===== config.mk =====
export PLATFORM = sky130hd
export DESIGN_NAME = branch_offset_encoder_flat
export DESIGN_NICKNAME = d
export VERILOG_FILES = /design/src/rtl/branch_offset_encoder_if.sv /design/src/rtl/branch_offset_encoder.sv /design/src/flat_wrapper.sv
export SDC_FILE = /design/constraint.sdc
export NUM_CORES = 1
export LEC_CHECK = 0
export CORE_MARGIN = 5
export CORE_UTILIZATION = 40
export DETAILED_ROUTE_END_ITERATION = 6
export DONT_BUFFER_PORTS = 1
export GPL_TIMING_DRIVEN = 0
export PLACE_DENSITY = 0.64
export SLEW_MARGIN = 20
export SYNTH_ARGS = -nofsm -noshare
export SYNTH_HDL_FRONTEND = slang
export SYNTH_SLANG_ARGS = --single-unit

===== constraint.sdc =====
create_clock -name clk -period 5.1 [get_ports clk]
set_input_delay 0.765 -clock clk [delete_from_list [all_inputs] [get_ports clk]]
set_output_delay 0.765 -clock clk [all_outputs]
set_load 0.03 [all_outputs]

===== src/rtl/branch_offset_encoder_if.sv =====
// Request/result bundle for branch_offset_encoder: target-address source on the
// master side, encoder on the slave side.
interface branch_offset_encoder_if #(
  parameter int OFF_W = 16,
  parameter int ERR_W = 8
);
  logic             in_valid;
  logic             in_ready;
  logic [31:0]      pc;
  logic [31:0]      target;
  logic             out_valid;
  logic             out_ready;
  logic [OFF_W-1:0] offset;
  logic             fits;
  logic             aligned;
  logic [ERR_W-1:0] err_count;

  modport master (
    output in_valid, pc, target, out_ready,
    input  in_ready, out_valid, offset, fits, aligned, err_count
  );

  modport slave (
    input  in_valid, pc, target, out_ready,
    output in_ready, out_valid, offset, fits, aligned, err_count
  );
endinterface


===== src/rtl/branch_offset_encoder.sv =====
// Two-stage valid/ready pipeline encoding (pc, target) into a signed word
// offset with range/alignment flags and a saturating error counter.
module branch_offset_encoder #(
  parameter int OFF_W = 16,
  parameter int ERR_W = 8
) (
  input  logic                   clk,
  input  logic                   reset,
  branch_offset_encoder_if.slave bus
);
  localparam int HI_W = 31 - OFF_W;

  logic             s1_valid;
  logic [31:0]      s1_diff;
  logic             s2_valid;
  logic [OFF_W-1:0] s2_offset;
  logic             s2_fits;
  logic             s2_aligned;
  logic [ERR_W-1:0] err_q;

  logic             s2_adv;
  logic             s1_adv;
  logic             accept;
  logic             take;
  logic [29:0]      w;
  logic [HI_W-1:0]  w_hi;
  logic             fits_c;
  logic             aligned_c;

  always_comb begin
    s2_adv    = !s2_valid || bus.out_ready;
    s1_adv    = !s1_valid || s2_adv;
    accept    = bus.in_valid && !reset && s1_adv;
    take      = s2_valid && bus.out_ready;
    // diff >>> 2 keeps the sign bit in w[29], so the word offset is just diff[31:2]
    w         = s1_diff[31:2];
    w_hi      = w[29:OFF_W-1];
    fits_c    = (&w_hi) || !(|w_hi);
    aligned_c = (s1_diff[1:0] == 2'b00);
  end

  always_ff @(posedge clk) begin
    if (reset) begin
      s1_valid   <= 1'b0;
      s1_diff    <= '0;
      s2_valid   <= 1'b0;
      s2_offset  <= '0;
      s2_fits    <= 1'b0;
      s2_aligned <= 1'b0;
      err_q      <= '0;
    end else begin
      if (s1_adv) begin
        s1_valid <= accept;
        if (accept) begin
          s1_diff <= bus.target - (bus.pc + 32'd4);
        end
      end
      // Result registers only move when stage 2 can hand off, holding them under stall
      if (s2_adv) begin
        s2_valid <= s1_valid;
        if (s1_valid) begin
          s2_offset  <= w[OFF_W-1:0];
          s2_fits    <= fits_c;
          s2_aligned <= aligned_c;
        end
      end
      if (take && !(s2_fits && s2_aligned) && (err_q != '1)) begin
        err_q <= err_q + 1'b1;
      end
    end
  end

  assign bus.in_ready  = !reset && s1_adv;
  assign bus.out_valid = s2_valid;
  assign bus.offset    = s2_offset;
  assign bus.fits      = s2_fits;
  assign bus.aligned   = s2_aligned;
  assign bus.err_count = err_q;
endmodule


===== src/flat_wrapper.sv =====
// flat-port wrapper written by rule: the top's interface ports become plain ports
module branch_offset_encoder_flat 
#(
  parameter int OFF_W = 16,
  parameter int ERR_W = 8
)
  (clk, reset, bus_in_valid, bus_pc, bus_target, bus_out_ready, bus_in_ready, bus_out_valid, bus_offset, bus_fits, bus_aligned, bus_err_count);
  branch_offset_encoder_if #(.OFF_W(OFF_W), .ERR_W(ERR_W)) bus_i ();
  input  logic clk;
  input  logic reset;
  input wire logic [$bits(bus_i.in_valid)-1:0] bus_in_valid;
  input wire logic [$bits(bus_i.pc)-1:0] bus_pc;
  input wire logic [$bits(bus_i.target)-1:0] bus_target;
  input wire logic [$bits(bus_i.out_ready)-1:0] bus_out_ready;
  output wire logic [$bits(bus_i.in_ready)-1:0] bus_in_ready;
  output wire logic [$bits(bus_i.out_valid)-1:0] bus_out_valid;
  output wire logic [$bits(bus_i.offset)-1:0] bus_offset;
  output wire logic [$bits(bus_i.fits)-1:0] bus_fits;
  output wire logic [$bits(bus_i.aligned)-1:0] bus_aligned;
  output wire logic [$bits(bus_i.err_count)-1:0] bus_err_count;
  assign bus_i.in_valid = bus_in_valid;
  assign bus_i.pc = bus_pc;
  assign bus_i.target = bus_target;
  assign bus_i.out_ready = bus_out_ready;
  assign bus_in_ready = bus_i.in_ready;
  assign bus_out_valid = bus_i.out_valid;
  assign bus_offset = bus_i.offset;
  assign bus_fits = bus_i.fits;
  assign bus_aligned = bus_i.aligned;
  assign bus_err_count = bus_i.err_count;
  branch_offset_encoder #(.OFF_W(OFF_W), .ERR_W(ERR_W)) u_core (.clk(clk), .reset(reset), .bus(bus_i));
endmodule

==> results of run 1 <==
kinds of logic after synthesis:
family                   count (synthesis)  share of synthesized area
adder cells (fa/ha/maj)                 63                      0.170
flip-flops                              60                      0.257
AND/OR/NAND/NOR                        208                      0.209
buffers and inverters                  119                     0.0966
multiplexers                             5                     0.0107
XOR/XNOR                                23                     0.0431
AO/OA/AOI/OAI                          155                      0.214
flip-flops by register name (all words and copies together) (netlist names):
signal	cells
u_core.s1_diff	32
u_core.bus.fits	1
u_core.bus.aligned	1
u_core.bus.offset	16
u_core.bus.err_count	8
u_core.s1_valid	1
u_core.bus.out_valid	1
per-stage QoR:
step                setup WS [ns]  total power [mW]
floorplan                    2.03             0.964
global placement             1.76              1.07
detailed placement           1.73              1.08
CTS                          2.05              1.68
global route                 1.90              1.78
finish                       2.03              1.67
metal layers:
metal | vias up | track usage
met2 | 124 | 0.255
met4 | 0 | 0.0330
met3 | 6 | 0.0382
met1 | 1986 | 0.221
li1 | 2199 | -
met5 | - | 0
area by class of cell:
type                            count  area, µm²
Fill cell                        1204       6260
Multi-Input combinational cell    454       3030
Sequential cell                    60       1200
Inverter                           96        360
Clock buffer                       11        253
Tap cell                          143        179
Buffer                             23       91.3
Clock inverter                      4       48.8
power by group through the flow:
stage	clock network, mW	registers [mW]	logic (mW)
6_report	0.599	0.574	0.502
5_1_grt	0.631	0.580	0.569
2_1_floorplan	0	0.571	0.393
3_5_place_dp	0	0.583	0.498
3_3_place_gp	0	0.581	0.487
4_1_cts	0.608	0.573	0.502
cells in the final DEF (no fill, tap or decap), drive strengths merged, types with 5 or more instances in the layout:
cell type,netlist,layout
dfxtp,60,60
nor4,6,6
nand4,13,13
o211ai,5,5
xor2,9,9
inv,96,96
nor3,13,13
nand2b,5,5
xnor2,14,14
and3,6,6
nand2,85,85
o21ai,39,39
mux2i,5,5
clkbuf,19,30
or3,6,6
nand3,22,22
nor2,36,36
nor2b,5,5
a21o,6,6
ha,62,62
a211oi,8,8
a21oi,65,65
worst max-delay path: stages:
cell      delay [ns]
inv_1           0.03
ha_1            0.27
ha_1            0.23
fa_1            0.43
a211oi_2        0.27
o21ai_1         0.19
a21oi_2         0.22
o22ai_1         0.16
a41o_1          0.30
a211oi_1        0.31
o31ai_1         0.09
worst max path at each step:
stage          depth (start not counted)  slack [ns]                 end
6_report                              11        2.03  u_core.s1_diff[25]
5_1_grt                               11        1.90  u_core.s1_diff[25]
4_1_cts                               11        2.05  u_core.s1_diff[25]
3_5_place_dp                          11        1.73  u_core.s1_diff[25]
3_3_place_gp                          11        1.76  u_core.s1_diff[25]
2_1_floorplan                         11        2.03  u_core.s1_diff[25]
==> metrics.txt, run 1 <==
Post-CTS Setup Repair Bufs=0; outcome=complete, no violations; fraction of final layout cells sized beyond drive strength 1=0.0540; clock group share of total power=0.358; number of nets in the finished design=~780; Comb power frac=0.300; critical path arrival=roughly 3.3 ns; Die Span X=between 100 and 150 µm; worst min-delay path class=reg2reg; synthesized netlist net count=approximately 760; average cell area after synthesis=around 7.4 µm²; overflow left after global routing=0; part of the Yosys area used for sequential elements=0.257; Die Area=between 0.01 and 0.015 mm²; post-detailed-route wirelength per cell=between 10 and 15 µm; post-route minimum period=about 3.1 ns; kind of end point of the critical path=flip-flop; worst ir drop on vdd=0.266 mV; top-level port count=between 90 and 100; Final Hold Violating Endpoints=0; worst-case clock buffer depth=2; H-tree level count=3; Async S/R FF share, synth=0; Req. time, crit path=between 5 and 6 ns; amount of wire on met2 after detailed routing=5240 µm; number of cells produced by synthesis=633; Antenna diodes=0; clk_lat worst skew=0.32 ns; aggregate global-route resource usage=0.160; number of clock sinks=60; pin count of the biggest net entering global routing=11; number of buffers added to fix hold violations after cts=0; Hold Worst Slack=~0.45 ns; yosys warns=0; detailed-route wire length on metal 1=between 5000 and 6000 µm; Cell Area, Placed=~0.005 mm²; number of global-route vias before repair=4000; DRT Pass-1 Iters=5; routed via count=approximately 4300; P_leak=2.30 nW; switching portion of total power=0.333; cell taking the most area after synthesis=dfxtp_1; number of cells traversed by the worst hold path=2; type of the worst setup path=in2reg; count of routing violations after the opening detailed-route iteration=between 300 and 400; slack of the worst reg-to-reg path=between 2 and 2.5 ns; Die Y=approximately 120 µm; most repeated cell in the gate-level netlist after synthesis=inv_1; Final HPWL DP=roughly 9300 µm; cell types with the largest area share after synthesis=dfxtp_1 (26%), ha_1 (17%), inv_1 (7.7%), nand2_1 (6.8%), a21oi_1 (6.7%); placed cell count=a little under 800; max_slew headroom=0.442; total met3 wirelength after detailed routing=approximately 670 µm; Fin Setup TNS=0 ns; Clock Tree Root=clkbuf_16; Initial Util=0.410; power density relative to cell area=325 mW/mm²; Most used DFF post-synth=dfxtp_1; startpoint of the most critical register-to-register path=u_core.bus.out_valid; CTS Buf Count=9; startpoint type of the worst setup path=primary input; uppermost signal routing layer after detailed routing=met4; terminating pin of the worst hold path=u_core.s1_diff[16]; Core Region=roughly 0.011 mm²; setup violators final=0; internal power=roughly 1.1 mW; Seq pwr share=0.343; setup repair after global routing missed its margin=false; initial antenna violation count=0; flops & latches, synth=60; residual DRC count=0; clock skew=approximately 0.0067 ns; overall routed net length=11400 µm; clock tree from TritonCTS=built; number of enable flip-flop cells after synthesis=0; Slew Limit Fails=0; number of gates given a new drive strength after cts=0; synth cell count leaders=inv_1 (96), nand2_1 (85), a21oi_1 (63); site row count=39; final core utilization=0.452; post-route insts no fill=between 700 and 800; port buffer count=0; routability-driven placement congestion ratio=between 0.8 and 0.9; Worst R2R End=u_core.s1_diff[31]; number of maximum-capacitance violations=0; residual antenna-violating net count after detailed routing=0; maximum achievable frequency=~330 MHz; startpoint of the most critical hold path=u_core.s1_diff[16]; summed area of non-filler cells in the final layout=0.00516 mm²; Tightest Pin Transition=~0.84 ns; crit share post-route=0.603; first element of the critical path=bus_pc[1]; sw power=around 560 µW; via count normalized by instance count=~5.5; count of unique library cells instantiated by Yosys=slightly below 60; reg2reg path depth=6; critical path peak fanout=4; Syn-to-layout area delta=10.3%; portion of synthesized cell area occupied by the leading cell type=0.257; global-route wire length before repair=~19000 µm; summed instance area of the synthesized netlist=around 0.0047 mm²; Clock Pin Slew Worst Setup and Hold Paths=roughly 0.050 ns
(Power assumes the default switching activity.)
==> run 2: changes to the inputs <==
Settings changed: PLACE_DENSITY 0.64 to 0.66.
Clock period 5.1 ns to 2.53 ns, I/O delays scaled along.
==> metrics.txt, run 2 (synthesis gave the netlist of run 1 again) <==
outcome=complete, no violations; internal power=2.21 mW (+98%); Final HPWL DP=9260 µm (about the same); crit share post-route=0.956; number of maximum-capacitance violations=0 (unchanged); slack of the worst reg-to-reg path=0.18 ns (-2.18 ns); flip-flop and latch area=0.00120 mm² (unchanged); clock skew=0.00710 ns (+0.000420 ns); residual DRC count=0 (unchanged); overall routed net length=11500 µm (+0.99%); overall power consumption=3.34 mW (+100%); CTS Buf Count=9 (unchanged); number of clock sinks=60 (unchanged); Clock Tree Root=clkbuf_16; Comb power frac=0.313 (+0.013); reg2reg path depth=7 (+1); power density relative to cell area=640 mW/mm² (+97%); worst-case clock buffer depth=2 (unchanged); count of routing violations after the opening detailed-route iteration=242 (-28%); startpoint type of the worst setup path=primary input; top-level port count=96 (unchanged); Core Region=0.0114 mm² (unchanged); flip-flop count of the largest register, all copies and words added=32 (unchanged); number of nets in the finished design=775 (unchanged); pin count of the biggest net entering global routing=11 (unchanged); most common cell after layout, fill and taps aside=inv_1; kind of end point of the critical path=flip-flop; first element of the critical path=bus_target[0]; Final Hold Violating Endpoints=0 (unchanged); clk_lat worst skew=0.33 ns (about the same); worst ir drop on vdd=0.503 mV (+89%); aggregate global-route resource usage=0.162 (+0.00194); post-detailed-route wirelength per cell=14.6 µm (+1.1%); Hold Worst Slack=0.179 ns (-0.271 ns); initial antenna violation count=0 (unchanged); setup repair after global routing missed its margin=true; worst setup path end=u_core.s1_diff[25]; max_slew headroom=0.648 (+0.207); Worst R2R End=u_core.s1_diff[18]; critical path peak fanout=4 (unchanged); Die Span X=118 µm (unchanged); most frequent cells in the layout=inv_1 (95), nand2_1 (85), a21oi_1 (60), dfxtp_1 (60), ha_1 (59); fraction of final layout cells sized beyond drive strength 1=0.0726 (+0.0186); via count normalized by instance count=5.53 (+1.4%); H-tree level count=3 (unchanged); area of combinational cells with multiple inputs=0.00310 mm² (+2.6%); post-route minimum period=2.42 ns; Req. time, crit path=2.77 ns (-2.52 ns); Antenna diodes=0 (unchanged); placement-stage worst setup slack=-0.261 ns (-1.99 ns); global-route wire length before repair=19400 µm (+1.5%); worst min-delay path class=in2reg; DRT Pass-1 Iters=5 (unchanged); Biggest register=u_core.s1_diff; routed via count=4371 (+1.3%); Die Area=0.0140 mm² (unchanged); Die Y=118 µm (unchanged); Slew Limit Fails=0 (unchanged); routability-driven placement congestion ratio=0.831 (+2.4%); startpoint of the most critical register-to-register path=u_core.bus.out_valid; residual antenna-violating net count after detailed routing=0 (unchanged); clock tree from TritonCTS=built; site row count=39 (unchanged); critical path arrival=2.66 ns (-0.60 ns); port buffer count=0 (unchanged); Seq pwr share=0.346 (+0.003); Tightest Pin Transition=0.528 ns (-0.310 ns); maximum achievable frequency=413 MHz; clock group share of total power=0.341 (-0.017); setup violators final=0 (unchanged); Syn-to-layout area delta=11.7%; min setup slack post-route=0.111 ns (-1.91 ns); switching portion of total power=0.339 (+0.00591); number of global-route vias before repair=4113 (+2.8%); Fin Setup TNS=0 ns (unchanged); total of fill cells in the finished design=1168 (-3.0%); Clock Pin Slew Worst Setup and Hold Paths=0.05 ns (about the same); overflow left after global routing=0 (unchanged); sw power=1.13 mW (+100%); type of the worst setup path=in2reg; Initial Util=0.410 (unchanged); P_leak=2.30 nW (-0.11%)
==> run 2: through the flow <==
step,std cells,area (µm²),util
after floorplan,633,4730,-
after CTS,790,5190,0.454
after global placement,776,4910,0.430
final,790,5230,0.458
after detailed placement,776,4910,0.430
after global routing,790,5230,0.458
==> run 2: per-layer routing <==
| metal | routed length [µm] | vias to the layer above | global-route usage |
|---|---|---|---|
| met5 | 0 | - | 0 |
| met4 | 194 | 0 | 0.0573 |
| met3 | 641 | 19 | 0.0315 |
| met2 | 5280 | 118 | 0.261 |
| met1 | 5400 | 2035 | 0.216 |
| li1 | - | 2199 | - |
==> run 2: worst min-delay path by stage <==
stage,end,cells after the start,slack (ns),from
final,u_core.s1_valid,2,0.18,bus_in_valid
after global routing,u_core.s1_valid,2,0.18,bus_in_valid
after CTS,u_core.s1_valid,2,0.17,bus_in_valid
after detailed placement,u_core.bus.offset[10],2,0.45,u_core.s1_diff[12]
after global placement,u_core.s1_diff[13],2,0.44,u_core.s1_diff[13]
after floorplan,u_core.s1_diff[13],2,0.42,u_core.s1_diff[13]
==> run 2: layout make-up <==
cell class / count / area share
repair buffers: 1 / 0.00144
inverters: 96 / 0.0713
flip-flops and latches: 60 / 0.230
clock inverters: 3 / 0.00766
plain buffers: 22 / 0.0170
multi-input cells: 454 / 0.594
well taps: 143 / 0.0342
clock buffers: 11 / 0.0445
==> run 2: what timing repair did <==
item / in CTS / in global routing
setup endpoints to repair: 17 / 14
buffers inserted: 0 / 1
hold buffers: 0 / 0
gates resized for setup: 1 / 10
pin swaps: 0 / 4
==> run 2: worst max-delay path, cell delays in order <==
cell	delay (ns)
inv_1	0.04
ha_1	0.14
inv_1	0.06
ha_4	0.16
fa_2	0.40
a211oi_4	0.27
o21ai_2	0.12
a21oi_2	0.21
o22ai_2	0.13
a41o_1	0.32
o211a_1	0.25
o31ai_1	0.18
==> run 2: power groups by stage <==
stage / logic (mW) / clock network (mW) / registers [mW]
floorplan: 0.807 / 0 / 1.15
finish: 1.05 / 1.14 / 1.16
global placement: 0.998 / 0 / 1.17
CTS: 1.03 / 1.15 / 1.16
global route: 1.19 / 1.20 / 1.17
detailed placement: 1.02 / 0 / 1.17
==> run 3: changes to the inputs <==
Settings changed: SETUP_SLACK_MARGIN set to 0.3.
==> metrics.txt, run 3 (synthesis gave the netlist of run 1 again) <==
initial antenna violation count=0 (unchanged); most frequent cells in the layout=nand2_1 (82), inv_1 (80), dfxtp_1 (60); startpoint of the most critical hold path=bus_in_valid; setup violators final=0 (unchanged); max_slew headroom=0.627 (-0.0215); clock tree from TritonCTS=built; P_leak=2.45 nW (+6.7%); clk_lat worst skew=0.32 ns (about the same); number of buffers added to fix hold violations after cts=0 (unchanged); Tightest Pin Transition=0.560 ns (+0.0323 ns); routability-driven placement congestion ratio=0.805 (-3.2%); DRT Pass-1 Iters=4 (-1); Biggest register=u_core.s1_diff; worst ir drop on vdd=0.572 mV (+14%); Fin Setup TNS=0 ns (unchanged); site row count=39 (unchanged); Die Span X=118 µm (unchanged); Clock Pin Slew Worst Setup and Hold Paths=0.05 ns (about the same); overall power consumption=3.69 mW (+10%); number of maximum-capacitance violations=0 (unchanged); residual antenna-violating net count after detailed routing=0 (unchanged); type of the worst setup path=in2reg; startpoint type of the worst setup path=primary input; worst min-delay path class=in2reg; first element of the critical path=bus_target[1]; kind of end point of the critical path=flip-flop; placement-stage worst setup slack=-0.253 ns (+0.00755 ns); critical path arrival=2.50 ns (-0.16 ns); global-route wire length before repair=19600 µm (+1.2%); number of global-route vias before repair=4209 (+2.3%); H-tree level count=3 (unchanged); maximum achievable frequency=441 MHz (+6.7%); aggregate global-route resource usage=0.164 (+0.00237); flip-flop count of the largest register, all copies and words added=32 (unchanged); via count normalized by instance count=5.50 (-0.66%); overflow left after global routing=0 (unchanged); fraction of final layout cells sized beyond drive strength 1=0.226 (+0.154); Clock Tree Root=clkbuf_16; critical path peak fanout=4 (unchanged); power density relative to cell area=615 mW/mm² (-3.8%); clock skew=0.00658 ns (-0.000513 ns); Die Y=118 µm (unchanged); top-level port count=96 (unchanged); post-route minimum period=2.27 ns (-0.153 ns); number of nets in the finished design=795 (+2.6%); setup repair after global routing missed its margin=true; crit share post-route=0.896 (-0.0605); overall routed net length=12200 µm (+5.7%); Hold Worst Slack=0.192 ns (+0.0128 ns); routed via count=4452 (+1.9%); CTS Buf Count=9 (unchanged); Die Area=0.0140 mm² (unchanged); worst-case clock buffer depth=2 (unchanged); Slew Limit Fails=0 (unchanged); Antenna diodes=0 (unchanged); min setup slack post-route=0.264 ns (+0.153 ns); pin count of the biggest net entering global routing=11 (unchanged); port buffer count=0 (unchanged); count of routing violations after the opening detailed-route iteration=343 (+42%); Final HPWL DP=9200 µm (-0.69%); outcome=complete, no violations; post-detailed-route wirelength per cell=15.0 µm (+3.1%); Syn-to-layout area delta=28.1%; startpoint of the most critical register-to-register path=u_core.bus.out_valid; most common cell after layout, fill and taps aside=nand2_1; Final Hold Violating Endpoints=0 (unchanged); residual DRC count=0 (unchanged); Req. time, crit path=2.76 ns (about the same); total of fill cells in the finished design=1107 (-5.2%); Core Region=0.0114 mm² (unchanged); Initial Util=0.410 (unchanged); number of clock sinks=60 (unchanged)
[run 3: cell type report]
type                            instances  area (µm²)  share of cell area
Clock buffer                           12         256              0.0428
Tap cell                              143         179              0.0298
Clock inverter                          2        35.0             0.00584
Inverter                               96         388              0.0647
Sequential cell                        60        1200               0.200
Buffer                                 23         131              0.0219
Timing Repair Buffer                   20         158              0.0263
Multi-Input combinational cell        454        3650               0.608
[run 3: final timing paths]
check,to,slack [ns],cells past startpoint
hold reg to reg,u_core.bus.offset[10],0.46,2
setup reg to reg,u_core.s1_diff[31],0.45,7
setup / recovery,u_core.s1_diff[25],0.26,10
hold / removal,u_core.s1_valid,0.19,2
[run 3: critical path, stage by stage]
cell and delay [ns]:
ha_4 0.22, ha_4 0.16, fa_2 0.36, a211oi_2 0.25, o21ai_2 0.14, a21oi_2 0.18
o22ai_2 0.11, a41o_1 0.25, o211a_1 0.23, o31ai_2 0.21
[run 3: where the power goes]
group / total [mW] / internal, mW / leakage [nW] / switching (mW)
combinational: 1.35 / 0.597 / 1.82 / 0.756
clock: 1.18 / 0.800 / 0.145 / 0.375
sequential: 1.16 / 1.05 / 0.492 / 0.106
total: 3.69 / 2.45 / 2.45 / 1.24
[run 3: through the flow]
stage,cells,util,area [µm²]
3_3_place_gp,776,0.450,5140
2_1_floorplan,633,-,4960
5_1_grt,810,0.525,5990
4_1_cts,794,0.488,5580
3_5_place_dp,776,0.450,5140
6_report,810,0.525,5990
[run 3: what timing repair did]
| action | CTS | global route |
|---|---|---|
| endpoints found under the setup margin | 21 | 37 |
| buffers inserted | 4 | 16 |
| pin swaps | 13 | 30 |
| resized for setup | 29 | 65 |
[run 3: metal layers]
metal  global-route usage  wire length (µm)
met1                0.221              5650
met2                0.264              5700
met3               0.0353               729
met4               0.0502                85
met5                    0                 0
